===== config.mk =====
export PLATFORM = sky130hd
export DESIGN_NAME = fd_pipe_reg
export DESIGN_NICKNAME = d
export VERILOG_FILES = /design/src/rtl/fd_pipe_reg_pkg.sv /design/src/rtl/fd_pipe_reg_sat_counter.sv /design/src/rtl/fd_pipe_reg.sv
export SDC_FILE = /design/constraint.sdc
export NUM_CORES = 1
export LEC_CHECK = 0
export ABC_AREA = 1
export CORE_AREA = 4 4 179 181
export CTS_CLUSTER_SIZE = 24
export DETAILED_ROUTE_END_ITERATION = 8
export DIE_AREA = 0 0 183 185
export PLACE_DENSITY = 0.7
export SLEW_MARGIN = 15
export SYNTH_ARGS = -nofsm -noshare
export SYNTH_HDL_FRONTEND = slang
export SYNTH_SLANG_ARGS = --single-unit
export TNS_END_PERCENT = 1

===== constraint.sdc =====
create_clock -name clk -period 14.61 [get_ports clk]
set_input_delay 2.922 -clock clk [delete_from_list [all_inputs] [get_ports clk]]
set_output_delay 2.922 -clock clk [all_outputs]
set_load 0.005 [all_outputs]

===== src/rtl/fd_pipe_reg_pkg.sv =====
// Shared definitions for the fetch/decode stage registers: default widths,
// the NOP encoding used for bubbles, and the common pipeline payload type.
package fd_pipe_reg_pkg;

  localparam int FD_PC_W   = 64;
  localparam int FD_INST_W = 32;

  // addi x0,x0,0 -- the canonical RISC-V NOP
  localparam logic [31:0] FD_NOP_INST = 32'h0000_0013;

  // Payload carried between stage registers; later stages reuse this shape.
  typedef struct packed {
    logic                 valid;
    logic [FD_PC_W-1:0]   pc;
    logic [FD_INST_W-1:0] inst;
  } pipe_payload_t;

endpackage


===== src/rtl/fd_pipe_reg_sat_counter.sv =====
// Saturating event counter: adds 0..3 per cycle and sticks at all-ones.
// Only reset clears it, so software never sees a wrapped value.
module sat_counter #(
  parameter int CNT_W = 16
) (
  input  logic             clk,
  input  logic             rst,
  input  logic [1:0]       inc,
  output logic [CNT_W-1:0] cnt
);

  logic [CNT_W-1:0] cnt_q;
  logic [CNT_W-1:0] cnt_d;
  logic [CNT_W+1:0] sum;

  // Widen by two bits so cnt + 3 can never overflow before the clamp.
  always_comb begin
    sum   = {2'b00, cnt_q} + {{CNT_W{1'b0}}, inc};
    cnt_d = sum[CNT_W-1:0];
    if (sum > {2'b00, {CNT_W{1'b1}}}) begin
      cnt_d = {CNT_W{1'b1}};
    end
  end

  // Counter register, cleared only by reset.
  always_ff @(posedge clk or posedge rst) begin
    if (rst) begin
      cnt_q <= '0;
    end else begin
      cnt_q <= cnt_d;
    end
  end

  assign cnt = cnt_q;

endmodule


===== src/rtl/fd_pipe_reg.sv =====
// Fetch-to-decode pipeline register with valid/ready intake, a one-entry
// skid slot that catches fetch data arriving during a hold, flush-to-bubble,
// and saturating counters for killed instructions and delivered bubbles.
module fd_pipe_reg
  import fd_pipe_reg_pkg::*;
#(
  parameter int                 PC_W     = FD_PC_W,
  parameter int                 INST_W   = FD_INST_W,
  parameter logic [INST_W-1:0]  NOP_INST = INST_W'(FD_NOP_INST),
  parameter int                 CNT_W    = 16
) (
  input  logic              clk,
  input  logic              rst,
  input  logic              in_valid,
  output logic              in_ready,
  input  logic [PC_W-1:0]   in_pc,
  input  logic [INST_W-1:0] in_inst,
  input  logic              stall,
  input  logic              waiting,
  input  logic              flush,
  output logic              out_valid,
  output logic [PC_W-1:0]   out_pc,
  output logic [INST_W-1:0] out_inst,
  output logic [CNT_W-1:0]  kill_cnt,
  output logic [CNT_W-1:0]  bubble_cnt
);

  logic              out_valid_q, out_valid_d;
  logic [PC_W-1:0]   out_pc_q,    out_pc_d;
  logic [INST_W-1:0] out_inst_q,  out_inst_d;
  logic              skid_valid_q, skid_valid_d;
  logic [PC_W-1:0]   skid_pc_q,    skid_pc_d;
  logic [INST_W-1:0] skid_inst_q,  skid_inst_d;

  logic       hold;
  logic       accept;
  logic [1:0] kill_inc;
  logic       bubble_evt;

  // Ready comes straight from the skid flop so upstream sees no comb path.
  assign in_ready = !skid_valid_q;
  assign hold     = stall | waiting;
  assign accept   = in_valid & in_ready;

  // Next-state selection: flush beats hold, hold beats advance.
  always_comb begin
    out_valid_d  = out_valid_q;
    out_pc_d     = out_pc_q;
    out_inst_d   = out_inst_q;
    skid_valid_d = skid_valid_q;
    skid_pc_d    = skid_pc_q;
    skid_inst_d  = skid_inst_q;
    kill_inc     = 2'd0;
    bubble_evt   = 1'b0;

    if (flush) begin
      out_valid_d  = 1'b0;
      out_inst_d   = NOP_INST;
      skid_valid_d = 1'b0;
      kill_inc     = {1'b0, out_valid_q} + {1'b0, skid_valid_q} + {1'b0, accept};
    end else if (hold) begin
      if (accept) begin
        skid_valid_d = 1'b1;
        skid_pc_d    = in_pc;
        skid_inst_d  = in_inst;
      end
    end else begin
      if (skid_valid_q) begin
        out_valid_d  = 1'b1;
        out_pc_d     = skid_pc_q;
        out_inst_d   = skid_inst_q;
        skid_valid_d = 1'b0;
      end else if (accept) begin
        out_valid_d = 1'b1;
        out_pc_d    = in_pc;
        out_inst_d  = in_inst;
      end else begin
        out_valid_d = 1'b0;
        out_inst_d  = NOP_INST;
        bubble_evt  = 1'b1;
      end
    end
  end

  // Output and skid registers; reset leaves an empty pipe showing a NOP.
  always_ff @(posedge clk or posedge rst) begin
    if (rst) begin
      out_valid_q  <= 1'b0;
      out_pc_q     <= '0;
      out_inst_q   <= NOP_INST;
      skid_valid_q <= 1'b0;
      skid_pc_q    <= '0;
      skid_inst_q  <= NOP_INST;
    end else begin
      out_valid_q  <= out_valid_d;
      out_pc_q     <= out_pc_d;
      out_inst_q   <= out_inst_d;
      skid_valid_q <= skid_valid_d;
      skid_pc_q    <= skid_pc_d;
      skid_inst_q  <= skid_inst_d;
    end
  end

  assign out_valid = out_valid_q;
  assign out_pc    = out_pc_q;
  assign out_inst  = out_inst_q;

  sat_counter #(.CNT_W(CNT_W)) u_kill_cnt (
    .clk (clk),
    .rst (rst),
    .inc (kill_inc),
    .cnt (kill_cnt)
  );

  sat_counter #(.CNT_W(CNT_W)) u_bubble_cnt (
    .clk (clk),
    .rst (rst),
    .inc ({1'b0, bubble_evt}),
    .cnt (bubble_cnt)
  );

endmodule


# [Yosys cells after proc, flatten, opt, wreduce, memory -nomap -nowiden]
# Index checks and enable logic that the tools add are counted.
[totals] ff_bits=226 out_inout_bits=130
[op_classes] n_addsub=4 order_cmp=2 eq_ne=2 muxes=20 bitwise=4 reduce_logical=4
[op_table] operator="2-to-1 mux 32 bit" count=4
[op_table] operator="2-to-1 mux 64 bit" count=2
[op_table] operator="greater-than comparator 18 x 16 -> 1 bit (second input constant)" count=2
[op_table] operator="2-to-1 mux 16 bit" count=2
[op_table] operator="adder 16 x 1 -> 17 bit" count=1
[op_table] operator="adder 16 x 2 -> 17 bit" count=1
[op_table] operator="2-to-1 mux 1 bit" count=11
[op_table] operator="AND reduction 3 bit" count=2
[op_table] operator="inequality test 3 x 2 -> 1 bit (second input constant)" count=1
[op_table] operator="adder 1 x 1 -> 2 bit" count=1
[op_table] operator="adder 2 x 1 -> 2 bit" count=1
[op_table] operator="2-to-1 mux 2 bit" count=1
[op_table] operator="inequality test 2 bit (second input constant)" count=1
[op_table] operator="inverter 1 bit" count=2
[op_table] operator="nonzero test 2 bit" count=1
[op_table] operator="bitwise AND 1 bit" count=1
[op_table] operator="logical NOT 1 bit" count=1
[op_table] operator="OR 1 bit" count=1

# [Depth between registers and ports, before layout]
# Gate-level depths: netlist (run 1).
[depth] word_depth=9 ltp_mapped=16 ltp_nobuf=14

# [Cells and area by module]
# A second synthesis (run 1) with hierarchy kept.
[unflattened] cells_unflattened=1405 hier_area_um2=10840.4
[modules_own_cells] mod="fd_pipe_reg" n_inst=1 cells_each=1170 area_each_um2=8937.3 seq_area_each_um2=4862.2
[modules_own_cells] mod="sat_counter at u_kill_cnt" n_inst=1 cells_each=118 area_each_um2=954.7 seq_area_each_um2=400.4
[modules_own_cells] mod="sat_counter at u_bubble_cnt" n_inst=1 cells_each=117 area_each_um2=948.4 seq_area_each_um2=400.4

# [Worst setup path before layout (run 1)]
# No wires, ideal clock.
[synth_timing] path_kind="in2reg" from="in in_valid" to="reg u_kill_cnt.cnt_q[4], in the netlist u_kill_cnt.cnt[4]" setup_time_ps=120 arrival_time_ps=4646 required_ps=14490 setup_slack_ps=9844 stages=14 n_path_buf=1 path_cell_list="nand2_4 -> inv_2 -> ha_1 -> xnor2_1 -> nor2_1 -> ha_1 -> fa_1 -> nand2_1 -> nor2_4 -> nand3_2 -> nor2_2 -> nand2_2 -> buf_6 -> nand2_1"
[synth_via] elab_chain_cells=6
[synth_rtl] item="start: declaration" line="fd_pipe_reg.sv:14" text="input logic in_valid,"
[synth_rtl] item="bitwise AND 1 bit (*)" line="fd_pipe_reg.sv:43" text="assign accept = in_valid & in_ready;"
[synth_rtl] item="adder 2 x 1 -> 2 bit (*)" line="fd_pipe_reg.sv:60" text="kill_inc = {1'b0, out_valid_q} + {1'b0, skid_valid_q} + {1'b0, accept};"
[synth_rtl] item="2-to-1 mux 2 bit (*)" line="fd_pipe_reg.sv:56" text="if (flush) begin"
[synth_rtl] item="adder 16 x 2 -> 17 bit (*)" line="fd_pipe_reg_sat_counter.sv:18" text="sum = {2'b00, cnt_q} + {{CNT_W{1'b0}}, inc};"
[synth_rtl] item="greater-than comparator 18 x 16 -> 1 bit" line="fd_pipe_reg_sat_counter.sv:20" text="if (sum > {2'b00, {CNT_W{1'b1}}}) begin"
[synth_rtl] item="2-to-1 mux 16 bit (*)" line="fd_pipe_reg_sat_counter.sv:20"
[synth_rtl] item="net u_kill_cnt.cnt_d[4]" line="fd_pipe_reg_sat_counter.sv:13" text="logic [CNT_W-1:0] cnt_d;"
[synth_rtl] item="end signal: assignment" line="fd_pipe_reg_sat_counter.sv:30" text="cnt_q <= cnt_d;"
[synth_rtl] item="end: declaration" line="fd_pipe_reg_sat_counter.sv:12" text="logic [CNT_W-1:0] cnt_q;"
# The timed path passes the listed nets; every way through them passes the cells marked *.
# A chain may end at the register's enable or synchronous reset.

# [Final worst setup path (run 1)]
[layout_timing] from="in waiting" to="reg skid_pc_q[22]"
[layout_via] elab_chain_cells=2
[layout_rtl] item="start: declaration" line="fd_pipe_reg.sv:19" text="input logic waiting,"
[layout_rtl] item="OR 1 bit" line="fd_pipe_reg.sv:42" text="assign hold = stall | waiting;"
[layout_rtl] item="AND reduction 3 bit (no line)"
[layout_rtl] item="end signal: assignment" line="fd_pipe_reg.sv:99" text="skid_pc_q <= skid_pc_d;"
[layout_rtl] item="end: declaration" line="fd_pipe_reg.sv:32" text="logic [PC_W-1:0] skid_pc_q, skid_pc_d;"
# No other way between the ends.

==> results of run 1 <==
[registers in the layout, indices dropped and copies added, names as in the netlist]
register and count:
u_kill_cnt.cnt 16, u_bubble_cnt.cnt 16, skid_inst_q 32, out_pc 64
skid_pc_q 64, out_inst 32, skid_valid_q 1, out_valid 1
[worst paths after layout]
path	from	end
max	waiting	skid_pc_q[22]$_DFFE_PP0P_
max reg2reg	skid_valid_q$_DFFE_PP0P_	u_kill_cnt.cnt[3]$_DFF_PP0_
min reg2reg	skid_pc_q[45]$_DFFE_PP0P_	skid_pc_q[45]$_DFFE_PP0P_
min	skid_pc_q[45]$_DFFE_PP0P_	skid_pc_q[45]$_DFFE_PP0P_
min in group asynchronous	rst	skid_pc_q[51]$_DFFE_PP0P_
max in group asynchronous	rst	skid_pc_q[60]$_DFFE_PP0P_
[worst min-delay path: cells and delay by family, from the launching register on]
kind / cells / cell delay, ns
DFF: 1 / 0.33
and+or+nand+nor: 1 / 0.06
AOI/OAI and AO/OA: 1 / 0.05
[power by group through the flow]
| stage | sequential [uW] | combinational (uW) | clock (uW) |
|---|---|---|---|
| 6_report | 795 | 353 | 664 |
| 5_1_grt | 810 | 398 | 713 |
| 4_1_cts | 796 | 360 | 685 |
| 3_5_place_dp | 805 | 359 | 0 |
| 3_3_place_gp | 802 | 350 | 0 |
| 2_1_floorplan | 798 | 178 | 0 |
[cells by family (layout without fill, tap and decap cells)]
kind of cell,count (synthesis),after routing,synth area share
DFF,226,226,0.536
adders and majority gates,6,6,0.00781
xor gates and xnor gates,14,14,0.0116
buffers and inverters,194,410,0.0934
AOI/OAI and AO/OA,269,269,0.158
and+or+nand+nor,501,501,0.193
[cell type report]
class,instances,area (um^2),share of cell area
tap,396,495,0.0358
inverter,124,478,0.0346
sequential,226,5660,0.410
timing repair buffer,238,2360,0.171
clock buffer,39,791,0.0572
multi-input combinational,790,3930,0.284
clock inverter,9,97.6,0.00706
[metrics by stage]
| stage | utilization | worst slack (ns) | cells | area, um^2 |
|---|---|---|---|---|
| 3_5_place_dp | 0.425 | 8.19 | 1774 | 12900 |
| 4_1_cts | 0.454 | 8.74 | 1822 | 13800 |
| 6_report | 0.454 | 8.71 | 1822 | 13800 |
| 2_1_floorplan | - | 5.51 | 1210 | 10600 |
| 5_1_grt | 0.454 | 8.43 | 1822 | 13800 |
| 3_3_place_gp | 0.425 | 8.27 | 1774 | 12900 |
[Yosys cell counts (all sizes together)]
cell type / n / area (um^2)
nand2: 377 / 1430
o21ai: 258 / 1600
dfrtp: 220 / 5510
inv: 124 / 468
nand3: 75 / 385
buf: 51 / 448
nor2: 37 / 164
clkbuf: 19 / 71.3
nand4: 9 / 56.3
xnor2: 7 / 61.3
xor2: 7 / 61.3
dfstp: 6 / 158
a21oi: 5 / 25.0
ha: 5 / 62.6
nor3: 3 / 15.0
o221ai: 3 / 26.3
o21bai: 2 / 15.0
a21o: 1 / 7.51
fa: 1 / 20.0
[per-layer routing]
| layer | vias to the layer above | track usage |
|---|---|---|
| li1 | 4269 | - |
| met1 | 4036 | 0.207 |
| met2 | 245 | 0.246 |
| met3 | 39 | 0.0287 |
| met4 | 2 | 0.0447 |
| met5 | - | 0 |
==> impl_metrics.yaml, run 1 <==
run_status:
  status: "finished clean"
cells_and_area:
  nets: 1514
  antenna_cells: 0
  area_delta_synth_final_pct: 30.7
  final_common_cell: "nand2_1"
  drive_above_1_share: 0.108
  final_cell_mix: "nand2_1, clkdlybuf4s50_1, dfrtp_1, inv_1, o21ai_0"
  fillers: 2909
synthesis:
  avgSynthCellArea_um2: 8.74
  yosys.cell_types.count: 31
  yosysWarnings: 0
  synth_seq_cells: 226
  synthesis.area_um2: 10600
  synthCells: 1210
  synth_nets: 1318
  ys_seq_area_frac: 0.536
routing:
  first_pass_iters: 5
  vias_per_cell: 4.72
  drt-wirelength-per-cell_um: 14.4
  drc: 0
  drt-met1-wl_um: 11800
  top_layer_used: "met5"
  antenna_left: 0
  wl_met2_um: 12100
  finalWirelength_um: 26200
  wl_met3_um: 1630
  drt_iter0_markers: 528
  vias: 8591
placed_design:
  portBuffers: 231
  place_congestion: 0.835
  dp_hpwl_um: 17500
worst_hold_path:
  hold_depth: 2
  hold_path_class: "flop to flop"
clock_tree:
  clk_path_buf_depth: 3
  ctsResizeCount: 0
  cts_setup_buffers: 0
  cts_tree: "yes"
  insertion_delay_ns: 0.51
  htreeDepth: 1
  ctsRootBufferMaster: "clkbuf_16"
  clk_pin_slew_ns: 0.06
  cts_sinks: 226
  holdBufCountCts: 0
  cts_buffers: 26
sta:
  finClkSkew_ns: 0.00800
  grt_setup_unrepaired: "false"
  worst_slew_pin_slew_ns: 1.04
  max_freq_mhz: 169
  post-route-min-period_ns: 5.90
  fin_tns_setup_ns: 0
  timing.hold.ws_ns: 0.473
  setup_viol_count_final: 0
  finalHoldViolations: 0
  slew_viol_final: 0
  slew-limit-headroom: 0.306
  min_period_over_period: 0.404
power:
  finalPower_uw: 1810
  power_frac_seq: 0.439
  p_comb_frac: 0.195
  pwr_density_cell_nw_per_um2: 131
  clock_power_share: 0.366
  intPower_uw: 1330
  peakVddDrop_mv: 0.0700
  leakagePower_uw: 0.00667
  switchingPower_uw: 482
  switching_share: 0.266
die:
  pin_count: 232
  die_area_um2: 33900
  core_area_um2: 30400
  start_util: 0.347
  fp.dieH_um: 185
  fp.dieW_um: 183
  rows: 64
global_routing:
  grt_max_degree: 117
  antenna_found_initial: 1
  grt_first_pass_wirelength_um: 43000
  grt_pass1_vias: 8322
  track_usage: 0.151
  grt_overflow: 0
job:
  drv_cap: 0
critical_path:
  critical_path_arrival_ns: 6.34
  required_ns: 15.05
  path_delay_family: "buffers and inverters"
  r2r_slack_ns: 11.21
  cp-end-kind: "flop"
  r2r_cells: 14
  startpoint_type: "input pin"
  crit_type: "input pin to flop"
  cp.depth: 7
  cp_max_fo: 78
  max_stage_delay_ns: 0.82
  slowest_stage: "buf_4"
  path_buf_inv: 3
  cp_cell_sequence: "clkdlybuf4s50_1 -> nor2_4 -> inv_2 -> nand3_4 -> buf_4 -> nand2_1 -> o21ai_2"
Power figures use the tool's default switching activity.
==> run 2, diff against run 1 <==
Settings changed: PLACE_DENSITY 0.7 to 0.73.
Clock period 14.61 ns to 5 ns, I/O delays scaled along.
==> impl_metrics.yaml, run 2 (synthesized netlist as in run 1, its figures left out) <==
cells_and_area:
  area_delta_synth_final_pct: 30.5
  final_cell_mix: "nand2_1, clkdlybuf4s50_1, dfrtp_1, inv_1, o21ai_0"
  nets: 1516
  drive_above_1_share: 0.107
  fin_cells: 1822
  final_common_cell: "nand2_1"
  antenna_cells: 0
  fin_util: 0.453
sta:
  setup_viol_count_final: 0
  min_period_over_period: 0.666
  grt_setup_unrepaired: "false"
  timing.hold.ws_ns: 0.471
  slew_viol_final: 0
  worst_slew_pin_slew_ns: 1.16
  fin_tns_setup_ns: 0
  slew-limit-headroom: 0.225
  finClkSkew_ns: 0.0191
  finalHoldViolations: 0
  post-route-min-period_ns: 3.33
  max_freq_mhz: 300
routing:
  drt-wirelength-per-cell_um: 14.5
  vias: 8670
  finalWirelength_um: 26400
  antenna_left: 0
  drt_iter0_markers: 447
  first_pass_iters: 7
  vias_per_cell: 4.76
  drc: 0
critical_path:
  cp-end-kind: "flop"
  startpoint_type: "input pin"
  critical_path_arrival_ns: 3.71
  crit_type: "input pin to flop"
  cp_max_fo: 33
  cp_cell_sequence: "clkdlybuf4s50_1 -> nand2_4 -> inv_2 -> ha_1 -> xnor2_1 -> nor2_1 -> ha_1 -> fa_1 -> nand2_1 -> nor2_4 -> nand3_2 -> nor2_2 -> nand2_2 -> nand2_1"
  required_ns: 5.38
  max_stage_delay_ns: 0.54
  slowest_stage: "clkdlybuf4s50_1"
placed_design:
  place_congestion: 0.856
  dp_cells: 1776
  portBuffers: 231
  dp_hpwl_um: 17500
job:
  drv_cap: 0
die:
  core_area_um2: 30400
  pin_count: 232
  fp.dieW_um: 183
  rows: 64
  start_util: 0.347
  fp.dieH_um: 185
  die_area_um2: 33900
clock_tree:
  cts_tree: "yes"
  htreeDepth: 1
  clk_pin_slew_ns: 0.06
  cts_buffers: 26
  ctsRootBufferMaster: "clkbuf_16"
  cts_setup_buffers: 0
  ctsResizeCount: 0
  clk_path_buf_depth: 3
  insertion_delay_ns: 0.53
  holdBufCountCts: 0
  cts_sinks: 226
global_routing:
  grt_pass1_vias: 8554
  top_usage_layer: "met2"
  track_usage: 0.152
  grt_overflow: 0
  antenna_found_initial: 0
  grt_first_pass_wirelength_um: 43300
  met3_usage: 0.0324
  gr-usage-met1: 0.205
  grt_max_degree: 193
  grt_use_met2: 0.252
power:
  peakVddDrop_mv: 0.205
  leakagePower_uw: 0.00665
  pwr_density_cell_nw_per_um2: 374
worst_hold_path:
  hold_path_class: "flop to flop"
run_status:
  status: "finished clean"
==> run 2: changes by cell type in the layout (fill, tap and decap cells not counted), sizes merged <==
| cell | change |
|---|---|
| buf | +2 |
| bufinv | -2 |
| clkinvlp | +1 |
| inv | -1 |
==> run 2: worst max-delay path: cells and delay by family <==
family	cells	cell delay [ns]
buffers and inverters	2	0.72
xor gates and xnor gates	1	0.13
and+or+nand+nor	8	0.95
adders and majority gates	3	0.89
==> run 2: report_power, final <==
part,switching (uW),internal (uW)
registers,190,2140
clock network,733,1060
logic,479,563
total,1400,3760
==> run 2: path summary, 6_finish.rpt <==
kind	startpoint	end	slack [ns]	cells past startpoint
setup / recovery	in_valid	u_kill_cnt.cnt[12]$_DFF_PP0_	1.67	14
max in group asynchronous	rst	out_pc[4]$_DFFE_PP0P_	3.37	3
hold reg to reg	skid_pc_q[44]$_DFFE_PP0P_	skid_pc_q[44]$_DFFE_PP0P_	0.47	2
min in group asynchronous	rst	skid_pc_q[53]$_DFFE_PP0P_	0.77	2
hold / removal	skid_pc_q[44]$_DFFE_PP0P_	skid_pc_q[44]$_DFFE_PP0P_	0.47	2
setup reg to reg	skid_valid_q$_DFFE_PP0P_	u_kill_cnt.cnt[12]$_DFF_PP0_	1.72	14
==> run 2: metrics by stage <==
stage	cell area, um^2	setup slack [ns]	total power [uW]
5_1_grt	13800	1.39	5460
3_3_place_gp	13000	1.20	3380
3_5_place_dp	13000	1.11	3420
4_1_cts	13800	1.67	5250
6_report	13800	1.67	5160
2_1_floorplan	10600	1.05	2850
==> run 2: area by class of cell <==
type	instances	area, um^2
Multi-Input combinational cell	790	3930
Tap cell	396	495
Timing Repair Buffer	240	2420
Clock buffer	39	769
Sequential cell	226	5660
Fill cell	2840	16600
Inverter	124	474
Clock inverter	7	48.8
==> run 2: metal layers <==
metal  share of wire  vias to the layer above
met2            0.47                      235
met5               0                        -
met1            0.44                     4117
li1                -                     4285
met4           0.019                        0
met3           0.070                       33
==> run 3, diff against run 2 <==
Settings changed: PLACE_DENSITY 0.73 to 0.7.
Clock period 5 ns to 3.18 ns, I/O delays scaled along.
==> impl_metrics.yaml, run 3 (synthesized netlist as in run 1, its figures left out) <==
sta:
  min_period_over_period: 0.839
  grt_setup_unrepaired: "false"
  post-route-min-period_ns: 2.67
  slew_viol_final: 0
  finClkSkew_ns: 0.00842
  setup_ws_ns: 0.511
  worst_slew_pin_slew_ns: 1.07
  setup_viol_count_final: 0
  slew-limit-headroom: 0.289
  finalHoldViolations: 0
  max_freq_mhz: 375
die:
  fp.dieH_um: 185
  die_area_um2: 33900
  core_area_um2: 30400
  pin_count: 232
  fp.dieW_um: 183
  start_util: 0.347
  rows: 64
critical_path:
  slowest_stage: "clkdlybuf4s50_1"
  r2r_slack_ns: 0.64
  startpoint_type: "input pin"
  required_ns: 3.56
  max_stage_delay_ns: 0.55
  critPathLaunch: "in_valid"
  cp_cell_sequence: "clkdlybuf4s50_1 -> nand2_4 -> inv_2 -> ha_1 -> xnor2_1 -> nor2_1 -> ha_1 -> fa_1 -> nand2_1 -> nor2_4 -> nand3_2 -> nor2_2 -> nand2_2 -> nand2_1"
  crit-reg2reg-launch: "skid_valid_q$_DFFE_PP0P_"
  critical_path_arrival_ns: 3.05
  cp_max_fo: 16
  crit_type: "input pin to flop"
  cp-end-kind: "flop"
power:
  leakagePower_uw: 0.00676
  peakVddDrop_mv: 0.311
  pwr_density_cell_nw_per_um2: 586
routing:
  drt_iter0_markers: 456
  vias_per_cell: 4.68
  drc: 0
  vias: 8579
  finalWirelength_um: 26200
  drt-wirelength-per-cell_um: 14.3
  first_pass_iters: 5
  antenna_left: 0
placed_design:
  dp_cells: 1792
  dp_hpwl_um: 17900
  place_congestion: 0.862
  portBuffers: 231
  place_area_um2: 13200
  dp_slack_ns: -0.0324
cells_and_area:
  area_delta_synth_final_pct: 32.5
  seqCellArea_um2: 5660
  nets: 1531
  final_cell_mix: "nand2_1, clkdlybuf4s50_1, dfrtp_1, inv_1, o21ai_0"
  fillers: 2916
  final_common_cell: "nand2_1"
  antenna_cells: 0
  fin_cells: 1835
  drive_above_1_share: 0.118
  fin_area_um2: 14000
  multiInputGateArea_um2: 3930
clock_tree:
  htreeDepth: 1
  clk_path_buf_depth: 3
  cts_sinks: 226
  ctsRootBufferMaster: "clkbuf_16"
  ctsResizeCount: 0
  cts_tree: "yes"
  cts_buffers: 25
  holdBufCountCts: 0
  clk_pin_slew_ns: 0.06
  insertion_delay_ns: 0.51
  cts_setup_buffers: 0
run_status:
  status: "finished clean"
global_routing:
  grt_pass1_vias: 8555
  grt_overflow: 0
  grt_max_degree: 122
  antenna_found_initial: 0
  grt_first_pass_wirelength_um: 43400
  track_usage: 0.152
worst_hold_path:
  worstHoldStart: "skid_pc_q[28]$_DFFE_PP0P_"
  hold_path_class: "flop to flop"
job:
  drv_cap: 0
run 3: cell types whose count changed in the layout (fill, tap and decap cells not counted), sizes merged:
| cell | before | now |
|---|---|---|
| buf | 9 | 25 |
| bufinv | 0 | 2 |
| clkbuf | 39 | 34 |
| clkinv | 6 | 5 |
| clkinvlp | 2 | 3 |
run 3: through the flow:
step                      total power, uW   util  hold slack [ns]  setup TNS (ns)
final                                8210  0.460            0.473               0
after global routing                 8700  0.460            0.485               0
after CTS                            8340  0.460            0.476               0
after detailed placement             5380  0.433            0.462          -0.322
after global placement               5330  0.433            0.457               0
after floorplan                      4490      -            0.450          -88.68
run 3: cell type report:
| cell class | count | area share |
|---|---|---|
| flip-flops and latches | 226 | 0.404 |
| multi-input cells | 790 | 0.281 |
| repair buffers | 256 | 0.187 |
| clock buffers | 34 | 0.0521 |
| well taps | 396 | 0.0354 |
| inverters | 124 | 0.0339 |
| clock inverters | 9 | 0.00715 |
run 3: power by group:
part	internal (uW)	leakage (uW)	switching (uW)	total (uW)
Clock	1760	0.000409	1140	2900
Combinational	907	0.00352	748	1650
Sequential	3360	0.00283	294	3650
run 3: per-layer routing:
metal  vias up  share of wire  wire, um  global-route usage
met5         -              0         0                   0
met4         0          0.020       514              0.0375
met3        33          0.070      1840              0.0371
met2       229           0.47     12300               0.251
met1      4008           0.44     11500               0.203
li1       4309              -         -                   -
run 3: critical path, delay by kind of cell:
family                   cells  cell delay [ns]
adder cells (fa/ha/maj)      3             0.85
AND/OR/NAND/NOR              8             0.80
buffers and inverters        2             0.63
XOR/XNOR                     1             0.13
run 3: path summary, 6_finish.rpt:
path | cells after the start | to
max reg2reg | 14 | u_kill_cnt.cnt[5]$_DFF_PP0_
max | 14 | u_kill_cnt.cnt[5]$_DFF_PP0_
max in group asynchronous | 4 | skid_inst_q[0]$_DFFE_PP1P_
min in group asynchronous | 2 | out_pc[51]$_DFFE_PP0P_
min | 2 | skid_pc_q[28]$_DFFE_PP0P_
min reg2reg | 2 | skid_pc_q[28]$_DFFE_PP0P_
